===== config.mk =====
export PLATFORM = sky130hd
export DESIGN_NAME = alu_share_arbiter
export DESIGN_NICKNAME = d
export VERILOG_FILES = /design/src/rtl/alu_pkg.sv /design/src/rtl/alu_core.sv /design/src/rtl/alu_share_arbiter.sv
export SDC_FILE = /design/constraint.sdc
export NUM_CORES = 1
export LEC_CHECK = 0
export ABC_AREA = 1
export CAP_MARGIN = 20
export CORE_ASPECT_RATIO = 0.9
export CORE_MARGIN = 5
export CORE_UTILIZATION = 43
export CTS_CLUSTER_DIAMETER = 200
export CTS_CLUSTER_SIZE = 16
export DETAILED_ROUTE_END_ITERATION = 8
export GPL_TIMING_DRIVEN = 0
export MAX_ROUTING_LAYER = met4
export PLACE_DENSITY = 0.81
export SYNTH_ARGS = -nofsm -noshare
export SYNTH_HDL_FRONTEND = slang
export SYNTH_SLANG_ARGS = --single-unit
export TNS_END_PERCENT = 50

===== constraint.sdc =====
create_clock -name clk -period 4.8 [get_ports clk]
set_input_delay 0.96 -clock clk [delete_from_list [all_inputs] [get_ports clk]]
set_output_delay 0.96 -clock clk [all_outputs]
set_load 0.05 [all_outputs]

===== src/rtl/alu_pkg.sv =====
// rtl/alu_pkg.sv - opcodes and buffer state type shared by the ALU, the arbiter and drivers
//
// Purpose : common opcode encoding for the shared ALU and the response-buffer state type.
// Ports   : none (package).

package alu_pkg;

    localparam logic [1:0] OP_ADD = 2'b00;
    localparam logic [1:0] OP_SUB = 2'b01;
    localparam logic [1:0] OP_OR  = 2'b10;
    localparam logic [1:0] OP_AND = 2'b11;

    typedef enum logic {
        BUF_EMPTY = 1'b0,
        BUF_FULL  = 1'b1
    } bufState_t;

endpackage


===== src/rtl/alu_core.sv =====
// rtl/alu_core.sv - combinational add/sub/or/and datapath
//
// Purpose : single shared ALU; add and sub wrap modulo 2^WIDTH, no carry out.
// Ports   : a, b  in  WIDTH  operands
//           op    in  2      opcode (OP_ADD/OP_SUB/OP_OR/OP_AND)
//           y     out WIDTH  result

module alu_core
    import alu_pkg::*;
#(
    parameter int WIDTH = 4
) (
    input  logic [WIDTH-1:0] a,
    input  logic [WIDTH-1:0] b,
    input  logic [1:0]       op,
    output logic [WIDTH-1:0] y
);

    always_comb begin
        y = '0;
        case (op)
            OP_ADD:  y = a + b;
            OP_SUB:  y = a - b;
            OP_OR:   y = a | b;
            OP_AND:  y = a & b;
            default: y = '0;
        endcase
    end

endmodule


===== src/rtl/alu_share_arbiter.sv =====
// rtl/alu_share_arbiter.sv - round-robin sharing of one ALU with a one-entry tagged response buffer
//
// Purpose : NREQ requesters compete for one combinational ALU. A round-robin
//           grant picks one valid requester per cycle whenever the response
//           buffer can take a result; the result is registered with the
//           requester index.
// Ports   : clk        in   1           rising-edge clock
//           rst_n      in   1           asynchronous active-low reset
//           req_valid  in   NREQ        requester i has an operation pending
//           req_ready  out  NREQ        one-hot grant, transfer on valid&ready
//           req_a      in   NREQ*WIDTH  operand A, requester i at [i*WIDTH +: WIDTH]
//           req_b      in   NREQ*WIDTH  operand B, same packing
//           req_op     in   2*NREQ      opcode, requester i at [2*i +: 2]
//           rsp_valid  out  1           response buffer holds a result
//           rsp_ready  in   1           consumer takes the response this cycle
//           rsp_data   out  WIDTH       ALU result
//           rsp_id     out  IDW         index of the issuing requester

module alu_share_arbiter
    import alu_pkg::*;
#(
    parameter int NREQ  = 4,
    parameter int WIDTH = 4,
    parameter int IDW   = $clog2(NREQ)
) (
    input  logic                  clk,
    input  logic                  rst_n,
    input  logic [NREQ-1:0]       req_valid,
    output logic [NREQ-1:0]       req_ready,
    input  logic [NREQ*WIDTH-1:0] req_a,
    input  logic [NREQ*WIDTH-1:0] req_b,
    input  logic [2*NREQ-1:0]     req_op,
    output logic                  rsp_valid,
    input  logic                  rsp_ready,
    output logic [WIDTH-1:0]      rsp_data,
    output logic [IDW-1:0]        rsp_id
);

    localparam logic [IDW:0]   NREQ_EXT = (IDW + 1)'(NREQ);
    localparam logic [IDW-1:0] LAST_IDX = IDW'(NREQ - 1);

    bufState_t        state;
    bufState_t        stateNext;
    logic [IDW-1:0]   rrPtr;
    logic [IDW-1:0]   grantIdx;
    logic             grantFound;
    logic             canAccept;
    logic             grant;
    logic [2*NREQ-1:0] validDouble;
    logic [NREQ-1:0]  validRot;
    logic [IDW:0]     idxSum;
    logic [WIDTH-1:0] opA;
    logic [WIDTH-1:0] opB;
    logic [1:0]       opSel;
    logic [WIDTH-1:0] aluY;
    logic [WIDTH-1:0] rspDataQ;
    logic [IDW-1:0]   rspIdQ;

    // Rotate the valid vector so bit 0 is the requester at rrPtr; the first
    // set bit k then maps back to requester (rrPtr + k) mod NREQ.
    always_comb begin
        validDouble = {req_valid, req_valid};
        validRot    = NREQ'(validDouble >> rrPtr);
        grantFound  = 1'b0;
        grantIdx    = '0;
        idxSum      = '0;
        for (int k = 0; k < NREQ; k++) begin
            if (!grantFound && validRot[k]) begin
                grantFound = 1'b1;
                idxSum     = {1'b0, rrPtr} + (IDW + 1)'(k);
                if (idxSum >= NREQ_EXT) begin
                    idxSum = idxSum - NREQ_EXT;
                end
                grantIdx = idxSum[IDW-1:0];
            end
        end
    end

    // rst_n gates the grant so req_ready stays low for the whole reset pulse,
    // not just after the first clock.
    assign canAccept = (state == BUF_EMPTY) || rsp_ready;
    assign grant     = canAccept && grantFound && rst_n;

    always_comb begin
        req_ready = '0;
        if (grant) begin
            req_ready[grantIdx] = 1'b1;
        end
    end

    always_comb begin
        opA   = '0;
        opB   = '0;
        opSel = '0;
        for (int i = 0; i < NREQ; i++) begin
            if (grantIdx == IDW'(i)) begin
                opA   = req_a[i*WIDTH +: WIDTH];
                opB   = req_b[i*WIDTH +: WIDTH];
                opSel = req_op[2*i +: 2];
            end
        end
    end

    alu_core #(
        .WIDTH (WIDTH)
    ) u_alu (
        .a  (opA),
        .b  (opB),
        .op (opSel),
        .y  (aluY)
    );

    always_ff @(posedge clk or negedge rst_n) begin
        if (!rst_n) begin
            state <= BUF_EMPTY;
        end else begin
            state <= stateNext;
        end
    end

    // FULL with rsp_ready and a new grant stays FULL: drain and refill together.
    always_comb begin
        stateNext = state;
        case (state)
            BUF_EMPTY: begin
                if (grant) begin
                    stateNext = BUF_FULL;
                end
            end
            BUF_FULL: begin
                if (rsp_ready && !grant) begin
                    stateNext = BUF_EMPTY;
                end
            end
            default: stateNext = BUF_EMPTY;
        endcase
    end

    always_ff @(posedge clk or negedge rst_n) begin
        if (!rst_n) begin
            rspDataQ <= '0;
            rspIdQ   <= '0;
        end else if (grant) begin
            rspDataQ <= aluY;
            rspIdQ   <= grantIdx;
        end
    end

    always_ff @(posedge clk or negedge rst_n) begin
        if (!rst_n) begin
            rrPtr <= '0;
        end else if (grant) begin
            rrPtr <= (grantIdx == LAST_IDX) ? '0 : grantIdx + 1'b1;
        end
    end

    assign rsp_valid = (state == BUF_FULL);
    assign rsp_data  = rspDataQ;
    assign rsp_id    = rspIdQ;

endmodule


==> results of run 1 <==
==> routing by layer <==
metal  global-route usage  part of all wire
met3               0.0251             0.050
met1                0.267              0.52
met4               0.0359            0.0047
met2                0.249              0.42
met5                    -                 0
==> Yosys cell counts <==
master    count
nand2_1      82
inv_1        23
nor2_1       18
nand3_1      15
a21oi_1      13
o21ai_1      12
ha_1         10
inv_2        10
dfrtp_1       9
o21ai_0       6
o21ai_2       5
buf_4         3
buf_6         3
nor3_1        3
or2_1         3
xor2_1        3
buf_2         2
nand2_2       2
nand3_2       2
o21a_1        2
a21boi_1      1
a21boi_4      1
a21oi_2       1
a21oi_4       1
a31oi_1       1
fa_1          1
nand3_4       1
==> critical path: stages <==
cell	delay, ns
clkdlybuf4s50_1	0.45
inv_1	0.05
o21ai_2	0.13
nand2_1	0.08
o21ai_1	0.07
inv_1	0.07
nand2_1	0.10
inv_2	0.06
nand2_1	0.09
nand2_1	0.05
nand2_1	0.10
nand3_4	0.10
inv_4	0.09
ha_2	0.22
inv_2	0.09
nor2_1	0.10
clkdlybuf4s50_1	0.83
==> per-stage QoR <==
stage	area [um^2]	util	cells	setup TNS, ns
6_report	2120	0.685	338	0
5_1_grt	2120	0.685	338	-0.0565
4_1_cts	2040	0.661	336	0
3_5_place_dp	2020	0.652	332	-0.0896
3_3_place_gp	2020	0.652	332	-0.0253
2_1_floorplan	1390	-	233	0
==> cells by family after synthesis <==
kind of cell / synth area share
adders and majority gates: 0.104
DFF: 0.162
buffers and inverters: 0.137
and+or+nand+nor: 0.384
xor gates and xnor gates: 0.0189
AOI/OAI and AO/OA: 0.195
==> flip-flops by register name (all words and copies together) (netlist names) <==
register	cells
rrPtr	2
rsp_data	4
rsp_id	2
rsp_valid	1
==> timing repair <==
| item | 4_1_cts | 5_1_grt |
|---|---|---|
| hold buffers | 0 | 0 |
| gates resized for setup | 0 | 17 |
| hold endpoints to repair | 0 | 0 |
| setup buffers | 0 | 2 |
| endpoints found under the setup margin | 0 | 4 |
==> worst max-delay path by stage <==
stage | start | end | slack (ns) | cells past startpoint
6_report | req_valid[2] | req_ready[3] | 0.19 | 17
5_1_grt | req_valid[3] | rsp_data[3] | -0.05 | 30
4_1_cts | req_valid[1] | req_ready[3] | 0.10 | 16
3_5_place_dp | req_valid[1] | rsp_data[3] | -0.09 | 32
3_3_place_gp | req_valid[1] | rsp_data[3] | -0.03 | 32
2_1_floorplan | req_valid[1] | rsp_data[3] | 0.87 | 31
==> layout make-up <==
class,instances,area [um^2]
multi-input combinational,183,1030
fill,300,975
timing repair buffer,59,586
sequential,9,225
inverter,33,126
buffer,8,72.6
tap,42,52.6
clock buffer,4,26.3
==> impl_metrics.ini, run 1 <==
[floorplanning]
std_cell_rows = 19
die_area_um2 = 4480
initial_core_util = 0.451
die_h_um = 64.0
core-area_um2 = 3090
io_pins = 58
dieWidth_um = 70.0

[worst_setup_path]
r2r_slack_ns = 0.97
critPathMaxFanout = 8
cp-start-kind = input port
crit_type = in -> out
r2r-end = rsp_data[3]
worstPathArrival_ns = 3.65
reg2reg_from = rrPtr[0]
worstPathRequired_ns = 3.84
worstRegToRegCells = 29
setup.worst_path.end_class = output pin

[sta]
slew_violations = 0
tightestPinTransition_ns = 0.531
hold_violations = 0
max_slew_margin = 0.645
min_period_ns = 4.61
skew_ns = 0.00135
setup_viol = 0
layout_setup_ws_ns = 0.194
fin_hold_ws_ns = 0.480
timing.fmax_ghz = 0.217
fin_crit_sh = 0.960

[synthesis]
synth_nets = 291
seq_area_frac_synth = 0.162
synth-seq-cells = 9
ys_top_cells_by_area = nand2_1 22%, dfrtp_1 16%, ha_1 9.0%
avgSynthCellArea_um2 = 5.98
yosysTopAreaCell = nand2_1
synth_top_area_share = 0.221
ys_warn_count = 0
ys_types = 27
syn_area_um2 = 1390
syn_inst = 233

[routing]
routed_wirelength_mm = 4.01
drt_iter0_drc = 51
wire_per_inst_um = 11.9
drc = 0
vias_per_cell = 4.75
drtPass1Iterations = 4
route.vias.total = 1607
ant_nets = 0

[global_route]
grt_pass1_wl_mm = 6.42
grt.total_usage = 0.177
grt-ovfl-total = 0
grt_pass1_vias = 1369
antenna_found_initial = 0
grt_max_degree = 12

[finish]
num_antenna_cells = 0
layout_commonest_cell = nand2_1
area_growth_pct = 51.9
post_route_cells_drive_above_1_share = 0.162
layout_common_cells = 80 x nand2_1, 57 x clkdlybuf4s50_1, 21 x inv_1
nets = 355

[clock_tree]
cts_sinks = 9
cts_buffer_depth = 2
clk_pin_slew_ns = 0.06
cts_buffers = 3
tritoncts = done
cts-root-buf = clkbuf_4
clock_tree.htree_level_count = 1
clk_latency_ns = 0.26

[min_path]
hp-class = reg -> reg
hp-start = rsp_id[0]
holdPathStages = 2
min_to = rsp_id[0]

[job]
maxCapViolCount = 0

[run_status]
status = finished clean

[placed_design]
globalplace.congestion = 0.829
io_buffer_count = 57
place_ws_ns = -0.0896
dp_hpwl_mm = 3.26
Power of run 1 is left out: the tool's default activity adds up to more than one toggle a clock period on the data nets, which glitch-free logic cannot reach.
==> inputs of run 2 (changes only) <==
Settings changed: ABC_AREA 1 to default, CORE_UTILIZATION 43 to 41.
==> run 2 against run 1 <==
  * Flip-flop and latch count is the same
  * Maximum frequency fell by 0.62%
  * First-iteration DRC count up 80%
  * Cell count decreased by 20%
  * Worst setup slack got worse by 0.029 ns
  * Critical endpoint is now rsp_data[3]
==> impl_metrics.ini, run 2 <==
[clock_tree]
cts_buffer_depth = 2
cts_buffers = 3
clk_latency_ns = 0.26
cts-root-buf = clkbuf_4
postCtsHoldBufs = 0
clock_tree.htree_level_count = 1
clk_pin_slew_ns = 0.06
tritoncts = done
cts_sinks = 9

[finish]
layout_commonest_cell = clkdlybuf4s50_1
area_growth_pct = 65.2
nets = 288
final_core_util = 0.704
largest_reg_flops = 4
stdcell_count = 269
layout_common_cells = 53 x clkdlybuf4s50_1, 29 x nand2_1, 12 x buf_4, 12 x inv_1, 10 x a21oi_1
num_antenna_cells = 0
post-route-cell-area_um2 = 1930
post_route_cells_drive_above_1_share = 0.153

[synthesis]
synth_top_family_by_area = compound AO/OA/AOI/OAI gates
synth_compound_area_frac = 0.267
async_flop_share = 1.00
seq_area_frac_synth = 0.192
ys_types = 41
synth_common_cells = 29 x nand2_1, 16 x inv_1, 11 x a21oi_1, 10 x ha_1, 10 x nor2_1
syn_inst = 158
ys_warn_count = 0
synth_ff_type = dfrtp_1
synth-seq-cells = 9
synth-edff-count = 0
syn_area_um2 = 1170
ys_top_cells_by_area = dfrtp_1 19%, ha_1 11%, nand2_1 9.3%
yosysMostFrequentCell = nand2_1
synth_simple_gate_area_frac = 0.243
synth_top_area_share = 0.192
yosysTopAreaCell = dfrtp_1
synth_mux_area_frac = 0.0438
synth_nets = 216
synthAdderAreaFrac = 0.150
avgSynthCellArea_um2 = 7.41
synth_xor_area_frac = 0.0150

[worst_setup_path]
cp-start-kind = input port
worstPathRequired_ns = 4.99
crit_type = in -> reg
cpPeakStageDelay_ns = 0.43
critPathSlowestCell = or4_4
crit_path_frequent_cell = nand3b_1
setup.worst_path.end_class = register
cp_cell_sequence = clkdlybuf4s15_1 > inv_2 > nor2_2 > a21oi_2 > o221ai_2 > buf_4 > ha_2 > buf_6 > nand3b_1 > a221o_1 > a222oi_1 > mux2_2 > inv_1 > ha_1 > nor2b_1 > o21a_1 > or4_4 > a21o_1 > a211oi_2 > nand3b_1
worstPathArrival_ns = 4.83
critPathMaxFanout = 4

[placed_design]
globalplace.congestion = 0.895
dp_hpwl_mm = 3.05
place_inst = 255
io_buffer_count = 57
placed_area_um2 = 1790

[floorplanning]
core-area_um2 = 2750
io_pins = 58
dieWidth_um = 66.3
die_h_um = 60.7
initial_core_util = 0.426
std_cell_rows = 18
die_area_um2 = 4030

[power]
power.switching_w = 0.000573
intPower_w = 0.000612
power_density_nw_per_um2 = 613
swShare = 0.483
power.share.clock = 0.049
peakVddDrop_mv = 0.375
power.leakage_nw = 0.860
fin_total_pwr_w = 0.00119
pwr-share-seq = 0.108
p_comb_frac = 0.843

[sta]
slew_violations = 0
fin_tns_setup_ns = 0
min_period_ns = 4.63
skew_ns = 0.00599
hold_violations = 0
tightestPinTransition_ns = 0.571
max_slew_margin = 0.614
fin_crit_sh = 0.966
timing.fmax_ghz = 0.216
setup_viol = 0

[routing]
vias_per_cell = 5.36
routed_wirelength_mm = 3.84
wire_per_inst_um = 14.3
ant_nets = 0
route.vias.total = 1443
drt_iter0_drc = 92
drtPass1Iterations = 4
drc = 0

[global_route]
grt-ovfl-total = 0
antenna_found_initial = 0
grt_pass1_wl_mm = 6.31
grt_pass1_vias = 1449
grt_max_degree = 11
grt.total_usage = 0.207

[job]
maxCapViolCount = 0

[min_path]
hp-class = reg -> reg

[run_status]
status = finished clean
[run 2: final timing paths]
path                              startpoint     endpoint  slack, ns  depth (start not counted)
max in group asynchronous              rst_n  rsp_data[2]       3.50                          1
worst max-delay path            req_valid[0]  rsp_data[3]       0.17                         20
worst min-delay path               rsp_id[0]    rsp_id[0]       0.49                          1
min in group asynchronous              rst_n     rrPtr[0]       1.00                          1
worst max register to register      rrPtr[0]  rsp_data[3]       0.71                         18
worst min register to register     rsp_id[0]    rsp_id[0]       0.49                          1
[run 2: cell families (layout without fill, tap and decap cells)]
logic type / after synthesis / after routing
fa+ha+maj: 14 / 14
compound gates: 45 / 45
xor+xnor: 2 / 2
mux: 5 / 5
buf+inv: 23 / 94
flops: 9 / 9
simple gates: 60 / 60
[run 2: cell type report]
cell class	count	area, um^2
Inverter	16	60.1
Buffer	7	51.3
Multi-Input combinational cell	126	876
Clock buffer	4	26.3
Timing Repair Buffer	67	646
Fill cell	235	813
Tap cell	40	50.0
Sequential cell	9	225
[run 2: per-layer routing]
| metal | GRT usage | vias up | wire, um |
|---|---|---|---|
| met4 | 0.0638 | 0 | 87 |
| li1 | - | 698 | - |
| met2 | 0.372 | 47 | 1970 |
| met5 | - | - | 0 |
| met1 | 0.229 | 688 | 1600 |
| met3 | 0.0463 | 10 | 180 |
[run 2: power by group through the flow]
stage	registers (W)	logic [W]	clock network [W]
floorplan	0.000201	0.000573	0
global placement	0.000126	0.000832	0
detailed placement	0.000127	0.000870	0
CTS	0.000128	0.000958	0.0000598
global route	0.000131	0.00111	0.0000652
finish	0.000128	0.000999	0.0000578
[run 2: stage by stage]
step	setup slack (ns)	hold slack, ns
final	0.166	0.486
after global routing	-0.0247	0.512
after CTS	0.0485	0.489
after detailed placement	-0.772	0.469
after global placement	-0.552	0.462
after floorplan	0.260	0.511
[run 2: what timing repair did]
action / in CTS / in global routing
gates cloned: 0 / 0
buffers inserted: 7 / 3
setup endpoints to repair: 1 / 1
hold endpoints to repair: 0 / 0
resized for setup: 12 / 9
pin swaps: 8 / 8
[run 2: critical path, delay by kind of cell]
kind / cells / cell delay, ns
AOI/OAI and AO/OA: 7 / 1.56
adders and majority gates: 2 / 0.38
buffers and inverters: 5 / 0.61
muxes: 1 / 0.39
and+or+nand+nor: 5 / 0.91
Power figures use the tool's default switching activity.
==> inputs of run 3 (changes only) <==
Settings changed: SLEW_MARGIN from default to 40.
==> results of run 3 <==
Same layout as run 2: the final DEF is identical, and so are final timing and power.
==> RTL change: new RTL, config.mk and constraints of run 2 <==
Change the parameter `NREQ` from 4 to 8.
--- a/src/rtl/alu_share_arbiter.sv
+++ b/src/rtl/alu_share_arbiter.sv
@@ -19,7 +19,7 @@
 module alu_share_arbiter
     import alu_pkg::*;
 #(
-    parameter int NREQ  = 4,
+    parameter int NREQ  = 8,
     parameter int WIDTH = 4,
     parameter int IDW   = $clog2(NREQ)
 ) (
Interface: changed (6 resized); port bits go from 58 to 107. No check against the original RTL was run, so the function may have changed too.
==> RTL change against run 2 <==
  * The run now ends with negative setup slack left
  * Sequential share of layout area down 6.1 points
  * Sequential cell count up 2
  * First-iteration DRC count rose to 4.3 times the old value
  * Worst hold slack worse by 0.010 ns
  * Setup slack worse by 1.3 ns
  * Non-clock buffer count up 103
  * Design area rose to 2.6 times the old value
  * Core utilization up 1.2 points
  * Clock skew down 0.0039 ns
  * Synthesized area up 150%
  * Routed wire length rose to 3.3 times the old value
Power is left out: the tool's default activity adds up to more than one toggle a clock period on the data nets, which glitch-free logic cannot reach.
==> RTL change: results (changes against run 2) <==
| Metric | Value |
|---|---|
| Critical Path AT | 6.06 ns (+1.23 ns) |
| TritonRoute pass-1 iters | 5 (+1) |
| Status | complete, but fails checks |
| Clk Latency, worst-skew pair | 0.24 ns (-0.02 ns) |
| Worst Reg-to-Reg Cells | 25 (+7) |
| Crit Reg-Reg Endpoint | rsp_data[3] |
| Leading post-synthesis cells by cell area | dfrtp_1, mux4_2, nand2_1 |
| Path category of the worst min-delay check | reg2reg |
| Mapped Nets | 504 (+130%) |
| Ys flop type | dfrtp_1 |
| RD Place Congestion | 0.979 (+9.3%) |
| Fin worst setup slack | -1.16 ns (-1.32 ns) |
| Vias in the first global route | 3639 (+150%) |
| Worst hold path stage count | 2 (+1) |
| Global Route Usage Sum | 25.2% (+4.5 points) |
| Initial antenna violation count | 0 (unchanged) |
| Pin count of the biggest net entering global routing | 13 (+2) |
| Reg-to-reg startpoint | rrPtr[1] |
| Placed instance count | 597 (+130%) |
| Avg Synthesized Cell Area | 7.23 sq um (-2.5%) |
| R2R setup slack | -1.07 ns (-1.78 ns) |
| CTS root buf | clkbuf_8 |
| Num CTS Buffers | 3 (unchanged) |
| Failing checks | negative setup slack |
| Max clock buf depth | 2 (unchanged) |
| Antenna Cells | 0 (unchanged) |
| Sequential fraction of the synthesis area | 9.57% (-9.7 points) |
| Placed Area | 4220 sq um (+140%) |
| Max_slew headroom | 35.5% (-26 points) |
| Synth top cells by count | nand2_1, a21oi_1, nor2_1 |
| WL/cell | 19.3 microns (+36%) |
| Max reg flops | 4 (unchanged) |
| Max-Cap Viols | 0 (unchanged) |
| Global-route wire length before repair | 17800 microns (+180%) |
| Final std cells w/o fill | 645 (+140%) |
| Final net count | 659 (+130%) |
| Port-buffer cells | 106 (+86%) |
| Initial drt markers | 398 (+330%) |
| Detailed-route via count | 4004 (+180%) |
| Setup-failing EPs final | 5 (+5) |
| Library cells used by synthesis | 73 (+78%) |
| Skew final | 0.00210 ns (-0.00389 ns) |
| Dpl hpwl | 8530 microns (+180%) |
| Layout cells sized above 1 | 33.5% (+18 points) |
| CP Max Fanout | 10 (+6) |
| Hold Crit Endpoint | rsp_id[0] |
| Clock transition at path regs | 0.05 ns |
-- RTL change: cells by family (layout without fill, tap and decap cells) --
kind of cell	count (synthesis)	in the layout	synth area share (%)
XOR/XNOR	3	3	0.914
adder cells (fa/ha/maj)	16	16	7.18
buffers and inverters	47	201	7.52
AO/OA/AOI/OAI	139	139	33.5
multiplexers	32	32	15.7
flip-flops	11	11	9.57
AND/OR/NAND/NOR	150	150	25.7
-- RTL change: repair_timing --
item | 4_1_cts | 5_1_grt
pin swaps | 27 | 37
gates resized for setup | 94 | 63
endpoints found under the hold margin | 0 | 0
setup buffers | 25 | 18
endpoints found under the setup margin | 12 | 12
cloned | 1 | 1
-- RTL change: cell type report --
type | count | area, sq um
multi-input combinational | 340 | 2770
fill | 479 | 1970
timing repair buffer | 150 | 1410
sequential | 11 | 275
buffer | 27 | 263
tap | 93 | 116
inverter | 19 | 78.8
clock buffer | 4 | 45.0
timing repair inverter | 1 | 6.26
-- RTL change: worst max-delay path by stage --
stage                     cells after the start    startpoint     endpoint
after floorplan                              27  req_valid[3]  rsp_data[3]
after global placement                       28  req_valid[0]  rsp_data[3]
after detailed placement                     28  req_valid[0]  rsp_data[3]
after CTS                                    30  req_valid[6]  rsp_data[3]
after global routing                         28  req_valid[6]  rsp_data[3]
final                                        28  req_valid[6]  rsp_data[3]
-- RTL change: critical path, cell delays in order --
cell      delay, ns
buf_12         0.11
mux4_2         0.51
mux2i_4        0.22
and2_4         0.21
nand2b_4       0.06
nor2_4         0.10
nor2_2         0.04
a31oi_1        0.18
nor2_2         0.08
a211oi_4       0.27
buf_6          0.16
inv_2          0.06
ha_4           0.17
clkbuf_8       0.16
buf_6          0.14
clkbuf_8       0.16
or2_2          0.33
o221ai_4       0.25
a21oi_4        0.12
buf_4          0.15
a21oi_2        0.14
xnor2_1        0.08
ha_1           0.37
a21oi_4        0.09
or3_4          0.36
and4_1         0.22
o221ai_1       0.20
nand3_1        0.12
-- RTL change: per-layer routing --
| layer | up-vias | global-route usage [%] | share of wire (%) | routed length, microns |
|---|---|---|---|---|
| met3 | 45 | 2.26 | 8.6 | 1080 |
| met1 | 1863 | 34.6 | 41 | 5170 |
| li1 | 1827 | - | - | - |
| met2 | 269 | 40.7 | 47 | 5880 |
| met5 | - | - | 0 | 0 |
| met4 | 0 | 5.71 | 2.7 | 340 |
-- RTL change: metrics by stage --
stage               setup WS (ns)  hold slack (ns)  TNS (ns)  utilization, %
floorplan                  -0.925            0.664     -2.46               -
detailed placement          -2.41            0.464    -15.43            60.9
CTS                         -1.04            0.475     -3.70            66.3
global route                -1.29            0.502     -4.68            71.6
finish                      -1.16            0.475     -4.10            71.6
global placement            -2.28            0.457    -15.03            60.9
